### src/rtl/cnn_pkg.sv
// Shared types, widths and arithmetic helpers for the CNN datapath blocks.
package cnn_pkg;

    localparam int DATA_W = 16;
    localparam int ACC_W  = 40;

    typedef logic signed [DATA_W-1:0] data_t;
    typedef logic signed [ACC_W-1:0]  acc_t;

    typedef enum logic [2:0] {
        IDLE,
        INIT,
        MAC,
        STORE,
        FINISH
    } conv_state_t;

    localparam acc_t SAT_MAX = 40'sd32767;
    localparam acc_t SAT_MIN = -40'sd32768;

    function automatic data_t sat16(input acc_t a);
        if (a > SAT_MAX)
            return 16'sh7FFF;
        else if (a < SAT_MIN)
            return 16'sh8000;
        else
            return data_t'(a[DATA_W-1:0]);
    endfunction

    function automatic data_t relu(input data_t d);
        return d[DATA_W-1] ? data_t'(0) : d;
    endfunction

endpackage

### src/rtl/mac_unit.sv
// Time-shared multiply-accumulate: 16x16 signed product into a 40-bit accumulator.
module mac_unit
    import cnn_pkg::*;
(
    input  logic  clk,
    input  logic  reset,
    input  logic  load,
    input  acc_t  load_val,
    input  logic  en,
    input  data_t a,
    input  data_t b,
    output acc_t  acc
);

    logic signed [2*DATA_W-1:0] w_prod;
    acc_t                       r_acc;

    assign w_prod = a * b;

    // load has priority so a new pixel always starts from its bias
    always_ff @(posedge clk or posedge reset) begin
        if (reset)
            r_acc <= '0;
        else if (load)
            r_acc <= load_val;
        else if (en)
            r_acc <= r_acc + acc_t'(w_prod);
    end

    assign acc = r_acc;

endmodule

### src/rtl/conv2d_engine.sv
// Sequential valid 2D convolution, one output pixel per K*K+2 cycles through a shared MAC.
module conv2d_engine
    import cnn_pkg::*;
#(
    parameter int IN_SIZE     = 6,
    parameter int K_SIZE      = 3,
    parameter int NUM_FILTERS = 3,
    parameter int FRAC_BITS   = 0,
    parameter int RELU_EN     = 1,
    localparam int OUT_SIZE   = IN_SIZE - K_SIZE + 1
)
(
    input  logic  clk,
    input  logic  reset,
    input  logic  start,
    input  data_t image       [IN_SIZE*IN_SIZE],
    input  data_t weights     [K_SIZE*K_SIZE*NUM_FILTERS],
    input  data_t bias        [NUM_FILTERS],
    output data_t conv_result [OUT_SIZE*OUT_SIZE*NUM_FILTERS],
    output logic  busy,
    output logic  done
);

    localparam int N_IMG = IN_SIZE * IN_SIZE;
    localparam int N_WTS = K_SIZE * K_SIZE * NUM_FILTERS;
    localparam int N_OUT = OUT_SIZE * OUT_SIZE * NUM_FILTERS;

    localparam int F_W    = (NUM_FILTERS > 1) ? $clog2(NUM_FILTERS) : 1;
    localparam int O_W    = (OUT_SIZE > 1) ? $clog2(OUT_SIZE) : 1;
    localparam int K_W    = (K_SIZE > 1) ? $clog2(K_SIZE) : 1;
    localparam int IMG_AW = (N_IMG > 1) ? $clog2(N_IMG) : 1;
    localparam int WTS_AW = (N_WTS > 1) ? $clog2(N_WTS) : 1;
    localparam int OUT_AW = (N_OUT > 1) ? $clog2(N_OUT) : 1;

    localparam logic [F_W-1:0] F_LAST = F_W'(NUM_FILTERS - 1);
    localparam logic [O_W-1:0] O_LAST = O_W'(OUT_SIZE - 1);
    localparam logic [K_W-1:0] K_LAST = K_W'(K_SIZE - 1);

    conv_state_t r_state;
    conv_state_t w_state_next;

    logic [F_W-1:0] r_f;
    logic [O_W-1:0] r_r;
    logic [O_W-1:0] r_c;
    logic [K_W-1:0] r_kr;
    logic [K_W-1:0] r_kc;
    logic           r_done;
    data_t          r_conv_result [N_OUT];

    logic              w_mac_load;
    logic              w_mac_en;
    logic              w_store_en;
    logic              w_last_tap;
    logic              w_last_pixel;
    logic [IMG_AW-1:0] w_img_idx;
    logic [WTS_AW-1:0] w_wts_idx;
    logic [OUT_AW-1:0] w_out_idx;
    acc_t              w_load_val;
    acc_t              w_acc;
    acc_t              w_shifted;
    data_t             w_sat;
    data_t             w_store_val;

    assign w_last_tap   = (r_kr == K_LAST) && (r_kc == K_LAST);
    assign w_last_pixel = (r_f == F_LAST) && (r_r == O_LAST) && (r_c == O_LAST);

    always_comb begin
        w_img_idx = IMG_AW'((int'(r_r) + int'(r_kr)) * IN_SIZE + int'(r_c) + int'(r_kc));
        w_wts_idx = WTS_AW'(int'(r_f) * K_SIZE * K_SIZE + int'(r_kr) * K_SIZE + int'(r_kc));
        w_out_idx = OUT_AW'(int'(r_f) * OUT_SIZE * OUT_SIZE + int'(r_r) * OUT_SIZE + int'(r_c));
    end

    assign w_load_val = acc_t'(bias[r_f]) <<< FRAC_BITS;

    mac_unit u_mac (
        .clk      (clk),
        .reset    (reset),
        .load     (w_mac_load),
        .load_val (w_load_val),
        .en       (w_mac_en),
        .a        (image[w_img_idx]),
        .b        (weights[w_wts_idx]),
        .acc      (w_acc)
    );

    // Rescale, saturate, then rectify: ReLU must see the clipped value
    assign w_shifted   = w_acc >>> FRAC_BITS;
    assign w_sat       = sat16(w_shifted);
    assign w_store_val = (RELU_EN != 0) ? relu(w_sat) : w_sat;

    always_ff @(posedge clk or posedge reset) begin
        if (reset)
            r_state <= IDLE;
        else
            r_state <= w_state_next;
    end

    always_comb begin
        w_state_next = r_state;
        w_mac_load   = 1'b0;
        w_mac_en     = 1'b0;
        w_store_en   = 1'b0;
        case (r_state)
            IDLE: begin
                if (start)
                    w_state_next = INIT;
            end
            INIT: begin
                w_mac_load   = 1'b1;
                w_state_next = MAC;
            end
            MAC: begin
                w_mac_en = 1'b1;
                if (w_last_tap)
                    w_state_next = STORE;
            end
            STORE: begin
                w_store_en   = 1'b1;
                w_state_next = w_last_pixel ? FINISH : INIT;
            end
            FINISH: begin
                w_state_next = IDLE;
            end
            default: begin
                w_state_next = IDLE;
            end
        endcase
    end

    // Pixel counters advance c, then r, then f; tap counters kc, then kr
    always_ff @(posedge clk or posedge reset) begin
        if (reset) begin
            r_f  <= '0;
            r_r  <= '0;
            r_c  <= '0;
            r_kr <= '0;
            r_kc <= '0;
        end else begin
            case (r_state)
                IDLE: begin
                    if (start) begin
                        r_f <= '0;
                        r_r <= '0;
                        r_c <= '0;
                    end
                end
                INIT: begin
                    r_kr <= '0;
                    r_kc <= '0;
                end
                MAC: begin
                    if (r_kc == K_LAST) begin
                        r_kc <= '0;
                        if (r_kr != K_LAST)
                            r_kr <= r_kr + 1'b1;
                    end else begin
                        r_kc <= r_kc + 1'b1;
                    end
                end
                STORE: begin
                    if (r_c == O_LAST) begin
                        r_c <= '0;
                        if (r_r == O_LAST) begin
                            r_r <= '0;
                            r_f <= (r_f == F_LAST) ? '0 : r_f + 1'b1;
                        end else begin
                            r_r <= r_r + 1'b1;
                        end
                    end else begin
                        r_c <= r_c + 1'b1;
                    end
                end
                default: ;
            endcase
        end
    end

    always_ff @(posedge clk or posedge reset) begin
        if (reset) begin
            for (int i = 0; i < N_OUT; i++)
                r_conv_result[i] <= '0;
        end else if (w_store_en) begin
            r_conv_result[w_out_idx] <= w_store_val;
        end
    end

    always_ff @(posedge clk or posedge reset) begin
        if (reset)
            r_done <= 1'b0;
        else
            r_done <= (r_state == FINISH);
    end

    assign conv_result = r_conv_result;
    assign busy        = (r_state != IDLE);
    assign done        = r_done;

endmodule

### config.mk
export PLATFORM = sky130hd
export DESIGN_NAME = conv2d_engine
export DESIGN_NICKNAME = d
export VERILOG_FILES = /design/src/rtl/cnn_pkg.sv /design/src/rtl/mac_unit.sv /design/src/rtl/conv2d_engine.sv
export SDC_FILE = /design/constraint.sdc
export NUM_CORES = 2
export LEC_CHECK = 0
export CAP_MARGIN = 25
export CORE_AREA = 8 8 707 709
export DETAILED_ROUTE_END_ITERATION = 10
export DIE_AREA = 0 0 715 717
export PLACE_DENSITY_LB_ADDON = 0.15
export SLEW_MARGIN = 15
export SYNTH_ARGS = -nofsm -noshare
export SYNTH_HDL_FRONTEND = slang
export SYNTH_HIERARCHICAL = 1
export SYNTH_SLANG_ARGS = --single-unit
### constraint.sdc
create_clock -name clk -period 72.6 [get_ports clk]
set_input_delay 10.89 -clock clk [delete_from_list [all_inputs] [get_ports clk]]
set_output_delay 10.89 -clock clk [all_outputs]
set_load 0.01 [all_outputs]
# ---- Word-level counts from Yosys, hierarchy flattened
# Cells that the tools add are included.
dict set report word_totals {
  out_inout_bits 770
  elab_cells 154
  regBits 822
}
dict set report classes {
  muxes 39
  n_reduce_logical 14
  multipliers 5
  n_bitwise 4
  magnitude_cmp 7
  n_addsub 13
  eq_ne 16
}
# cell n
set op_table {}
lappend op_table {{bitwise mux 768 bit} 1}
lappend op_table {{two-way mux 16 bit} 9}
lappend op_table {{binary-select mux 16 bit (select 6 bit)} 1}
lappend op_table {{demux 16 bit (select 6 bit)} 1}
lappend op_table {{binary-select mux 16 bit (select 5 bit)} 1}
lappend op_table {{two-way mux 40 bit} 2}
lappend op_table {{adder 40 x 32 -> 40 bit} 1}
lappend op_table {{greater-than comparator 40 x 16 -> 1 bit, second input constant} 1}
lappend op_table {{less-than comparator 40 x 16 -> 1 bit, second input constant} 1}
lappend op_table {{binary-select mux 16 bit (select 2 bit)} 1}
lappend op_table {{multiplier 16 x 16 -> 32 bit} 1}
lappend op_table {{two-way mux 2 bit} 10}
lappend op_table {{case mux 2 bit (2 select lines)} 5}
lappend op_table {{adder 6 x 2 -> 6 bit} 3}
lappend op_table {{two-way mux 15 bit} 1}
lappend op_table {{greater-or-equal comparator 7 bit, second input constant} 2}
lappend op_table {{inequality test 2 bit, second input constant} 7}
lappend op_table {{inverter 6 -> 7 bit} 2}
lappend op_table {{case mux 3 bit (4 select lines)} 1}
lappend op_table {{adder 2 x 1 -> 2 bit, second input constant} 5}
lappend op_table {{== test 2 bit, second input constant} 5}
lappend op_table {{two-way mux 3 bit} 3}
lappend op_table {{multiplier 2 x 2 -> 4 bit, second input constant} 2}
lappend op_table {{less-than comparator 7 x 1 -> 1 bit, second input constant} 1}
lappend op_table {{other kinds (21)} 31}

# ---- Depth between registers and ports, before layout
dict set report depth {
  word_depth 12
  depth_mapped 42
}

# ---- Hierarchy
# Netlist, hierarchy kept.
# module area_per_inst_um2 seq_area_each_um2 cells_each n_inst
set modules_own_cells {}
lappend modules_own_cells {conv2d_engine 36181.0 18367.6 3422 1}
lappend modules_own_cells {mac_unit 14071.0 1001.0 1525 1}

# ---- Worst setup path after synthesis
# No wires, ideal clock.
dict set report synth_timing {
  path_type {input to register}
  start {input port image[527] in the netlist's numbering}
  end {register u_mac.r_acc[39] (netlist: u_mac/acc[39])}
  slack_ns 54.263
  setup_ns 0.084
  cell_stages 27
  arrival_ns 18.252
  t_required_ns 72.516
  cell_sequence {mux4_2 > mux4_2 > inv_1 > o221ai_1 > clkbuf_1 > nand2_1 > inv_1 > fa_1 > fa_1 > inv_1 > fa_1 > inv_1 > fa_1 > fa_1 > inv_1 > fa_1 > inv_1 > ha_1 > a21oi_2 > a21boi_1 > o311ai_0 > nand3b_1 > a221o_2 > a211oi_2 > nor3_1 > or4_1 > a31oi_1}
}
dict set report synth_between {
  elab_chain_len 7
}
# item line
set synth_rtl {}
lappend synth_rtl {{from (decl)} conv2d_engine.sv:16} ;# input data_t image [IN_SIZE*IN_SIZE],
lappend synth_rtl {{binary-select mux 16 bit (select 6 bit)} conv2d_engine.sv:81} ;# .a (image[w_img_idx]),
lappend synth_rtl {{two-way mux 16 bit (not written as such) (2 in series)} conv2d_engine.sv:81}
lappend synth_rtl {{multiplier 16 x 16 -> 32 bit} mac_unit.sv:18} ;# assign w_prod = a * b;
lappend synth_rtl {{adder 40 x 32 -> 40 bit} mac_unit.sv:27} ;# r_acc <= r_acc + acc_t'(w_prod);
lappend synth_rtl {{two-way mux 40 bit} mac_unit.sv:26} ;# else if (en)
lappend synth_rtl {{two-way mux 40 bit} mac_unit.sv:24} ;# else if (load)
lappend synth_rtl {{to (signal assigned)} mac_unit.sv:25} ;# r_acc <= load_val;
lappend synth_rtl {{to (signal assigned)} mac_unit.sv:27}
lappend synth_rtl {{to (decl)} mac_unit.sv:16} ;# acc_t r_acc;
# No other way between the ends. The select of a mux whose other input is x is not followed.
# A chain may end at the register's enable or synchronous reset.

# ---- Worst setup path in the final report
dict set report layout_timing {
  start {input port weights[241] in the netlist's numbering}
  end {register u_mac.r_acc[39] (netlist: u_mac/acc[39])}
}
dict set report layout_between {
  elab_chain_len 7
}
# item line
set layout_rtl {}
lappend layout_rtl {{from (decl)} conv2d_engine.sv:17} ;# input data_t weights [K_SIZE*K_SIZE*NUM_FILTERS],
lappend layout_rtl {{binary-select mux 16 bit (select 5 bit)} conv2d_engine.sv:82} ;# .b (weights[w_wts_idx]),
lappend layout_rtl {{two-way mux 16 bit (not written as such) (2 in series)} conv2d_engine.sv:82}
lappend layout_rtl {{multiplier 16 x 16 -> 32 bit} mac_unit.sv:18}
lappend layout_rtl {{adder 40 x 32 -> 40 bit} mac_unit.sv:27}
lappend layout_rtl {{two-way mux 40 bit} mac_unit.sv:26}
lappend layout_rtl {{two-way mux 40 bit} mac_unit.sv:24}
# No other way between the ends. The select of a mux whose other input is x is not followed.

==> results.yml <==
global_routing:
  grt_start_max_net_pins: 170
  grt_pass1_vias: 47088
  gr-total-overflow: 0
  grtUsageTotal_pct: 14.0
  antenna_found_initial: 92
  grt_pass1_wl_um: 485000
clocking:
  clk_latency_ns: 0.85
  cts-resized-gates: 0
  cts_made_buffers: 106
  clock_tree.root_cell: "clkbuf_16"
  cts_tree: "done"
  htreeDepth: 3
  cts_buffer_depth: 4
  ctsHoldBuffers: 0
  post_cts_buffers: 0
  clk_pin_slew_worst_paths_ns: 0.06
  cts.sinks: 774
timing:
  relSlewSlack_pct: 22.8
  setup_viol: 0
  rsz0062_at_grt: "no"
  worst_slew_pin_slew_ns: 1.16
  report.final.slew_viol_count: 0
  setup_tns_ns: 0
  whs_ns: 0.475
  max_freq_mhz: 52.1
  post-route-period-util_pct: 26.4
  hold_viol_final: 0
  period_needed_ns: 19.19
  skew_ns: 0.0862
die:
  dieWidth_um: 715
  dieArea_mm2: 0.513
  rows: 257
  core_mm2: 0.488
  start_util_pct: 10.3
  io_pins: 1829
  die_h_um: 717
worst_setup_path:
  worst_setup_path_end_kind: "flip-flop"
  crit_required_ns: 73.30
  crit_cells: 29
  crit_buf_inv: 8
  path_delay_family: "adder cells"
  crit_type: "input port to flip-flop"
  critPathMaxFanout: 16
  cpMostUsedCell: "fa_1"
  cp_slowest_cell: "fa_1"
  r2r_cells: 39
  cp.arrival_ns: 19.88
  max_stage_delay_ns: 0.77
  worstSetupStartpointType: "input port"
power_and_ir_drop:
  finalPower_mw: 3.40
  irDropWorstVdd_mv: 0.0935
  power_density_mw_per_mm2: 42.4
  leakagePower_nw: 32.8
yosys:
  ys_seq_area_share_pct: 38.5
  syn_inst: 4947
  synth_edf_count: 0
  synth_ff_type: "dfrtp_1"
  ys_warn_count: 6
  yosysUniqueCellTypes: 74
  syn_area_mm2: 0.0503
  ys_ff_latch: 774
  syn_area_per_cell_um2: 10.2
  postSynth.asyncResetShare_pct: 100
routing:
  drtPass1Iterations: 5
  num_vias: 44356
  drc: 0
  drt-total-wl_um: 374000
  via_per_inst: 3.36
  drt-initial-drc-count: 2635
  ant_nets: 0
  routedWlPerCell_um: 28.3
hold_path:
  hold_depth: 2
  min_path_type: "flip-flop to flip-flop"
placement:
  portBuffers: 1780
  dpl.hpwl_um: 308000
  place_congestion: 0.913
status:
  status: "finished, final reports clean"
cells_and_area:
  final_nets: 8134
  syn_to_final_growth_pct: 59.5
  final_util_pct: 16.4
  drive_above_1_share_pct: 10.3
job:
  maxCapViolCount: 0
==> routing by layer <==
metal	vias up	GRT usage [%]	share of wire, %
li1	19871	-	-
met2	1298	24.6	50
met1	22900	18.3	44
met4	22	2.52	1.8
met3	265	2.16	4.7
met5	-	0	0.040
==> logic make-up (layout without fill, tap and decap cells) <==
family | after synthesis | count (layout) | share of synthesized area (%)
simple gates | 1256 | 1256 | 10.6
other cells | 1 | 81 | 0.00746
mux | 375 | 375 | 13.1
xor+xnor | 36 | 36 | 0.627
buf+inv | 915 | 2600 | 7.51
compound gates | 1115 | 1115 | 12.7
flops | 774 | 774 | 38.5
fa+ha+maj | 475 | 475 | 16.9
==> registers in the layout, summed over array words and instances (netlist names) <==
| signal | flops |
|---|---|
| u_mac/acc | 40 |
| done | 1 |
| r_c | 2 |
| r_r | 2 |
| r_f | 2 |
| r_kr | 2 |
| conv_result | 720 |
| r_state | 3 |
| r_kc | 2 |
==> synthesized netlist by cell type (all sizes together) (10+ instances only) <==
cell type | n | area share, %
and3 | 37 | 0.46
a211oi | 10 | 0.17
a21oi | 81 | 0.81
o221ai | 17 | 0.30
nor2 | 52 | 0.39
dfrtp | 774 | 39
a21o | 30 | 0.45
xor2 | 11 | 0.19
xnor2 | 25 | 0.44
mux2 | 17 | 0.38
mux4 | 224 | 10
fa | 339 | 14
o21ai | 794 | 7.9
and2 | 120 | 1.5
a31oi | 20 | 0.25
a2111oi | 18 | 0.33
buf | 135 | 1.6
a22oi | 49 | 0.73
nor2b | 10 | 0.14
mux2i | 134 | 2.7
a211o | 35 | 0.61
nor3 | 12 | 0.12
a221oi | 17 | 0.42
nand3 | 14 | 0.14
nand2b | 23 | 0.29
nand2 | 957 | 7.1
ha | 136 | 3.4
inv | 476 | 3.6
clkbuf | 304 | 2.3
==> worst register-to-register path, delay by kind of cell, from the launching register on <==
kind / cells / cell delay (ns)
adders and majority gates: 11 / 5.33
buffers and inverters: 13 / 2.94
and+or+nand+nor: 9 / 2.32
AOI/OAI and AO/OA: 6 / 1.58
DFF: 1 / 0.34
==> cell type report <==
class                   count  area (µm²)
clock buffers             153        3130
fillers                 54562      408000
inverters                 476        1790
clock inverters            34         445
well taps                6475        8100
flip-flops and latches    774       19400
multi-input cells        3305       27800
diodes                     33        82.6
repair buffers           1937       19400
==> per-stage QoR <==
step                      instance area [µm²]  setup WS, ns  cells
after detailed placement                76200         52.49  12954
after global placement                  75900         52.35  12935
final                                   80100         53.41  13187
after floorplan                         50400         41.12   4994
after CTS                               79800         53.40  13141
after global routing                    80100         52.98  13159
==> power breakdown <==
part	switching (mW)	internal (mW)
sequential	0.0286	0.493
combinational	1.37	0.960
clock	0.220	0.326
==> placed cells by master, fill, tap and decap left out, drive strengths merged, types with 5 or more instances in the layout <==
cell | synthesis | final
nor2b | 10 | 10
bufinv | 0 | 8
nor3 | 12 | 12
a221oi | 17 | 17
o21ai | 794 | 794
o221ai | 17 | 17
xor2 | 11 | 11
o21a | 9 | 9
mux4 | 224 | 224
a22oi | 49 | 49
nand2b | 23 | 23
nor2 | 52 | 52
xnor2 | 25 | 25
mux2i | 134 | 134
mux2 | 17 | 17
clkbuf | 304 | 153
fa | 339 | 339
nand3 | 14 | 14
a31oi | 20 | 20
or3 | 8 | 8
inv | 476 | 478
a2111oi | 18 | 18
conb | 1 | 48
clkinv | 0 | 22
diode | 0 | 33
nand2 | 957 | 957
nor4 | 7 | 7
buf | 135 | 157
a211o | 35 | 35
a21o | 30 | 30
dfrtp | 774 | 774
and2 | 120 | 120
a21oi | 81 | 81
and3 | 37 | 37
o211ai | 5 | 5
ha | 136 | 136
clkdlybuf4s50 | 0 | 1780
a211oi | 10 | 10
==> final timing paths <==
| path | slack [ns] | startpoint | to |
|---|---|---|---|
| worst max-delay path | 53.41 | weights[241] | u_mac/acc[39] |
| worst min-delay path | 0.48 | conv_result[0] | conv_result[0] |
| worst max register to register | 59.98 | r_f[1] | u_mac/acc[39] |
| worst min register to register | 0.48 | conv_result[0] | conv_result[0] |
| max in group asynchronous | 58.80 | reset | conv_result[72] |
| min in group asynchronous | 10.83 | reset | u_mac/acc[35] |
(Power assumes the default switching activity.)
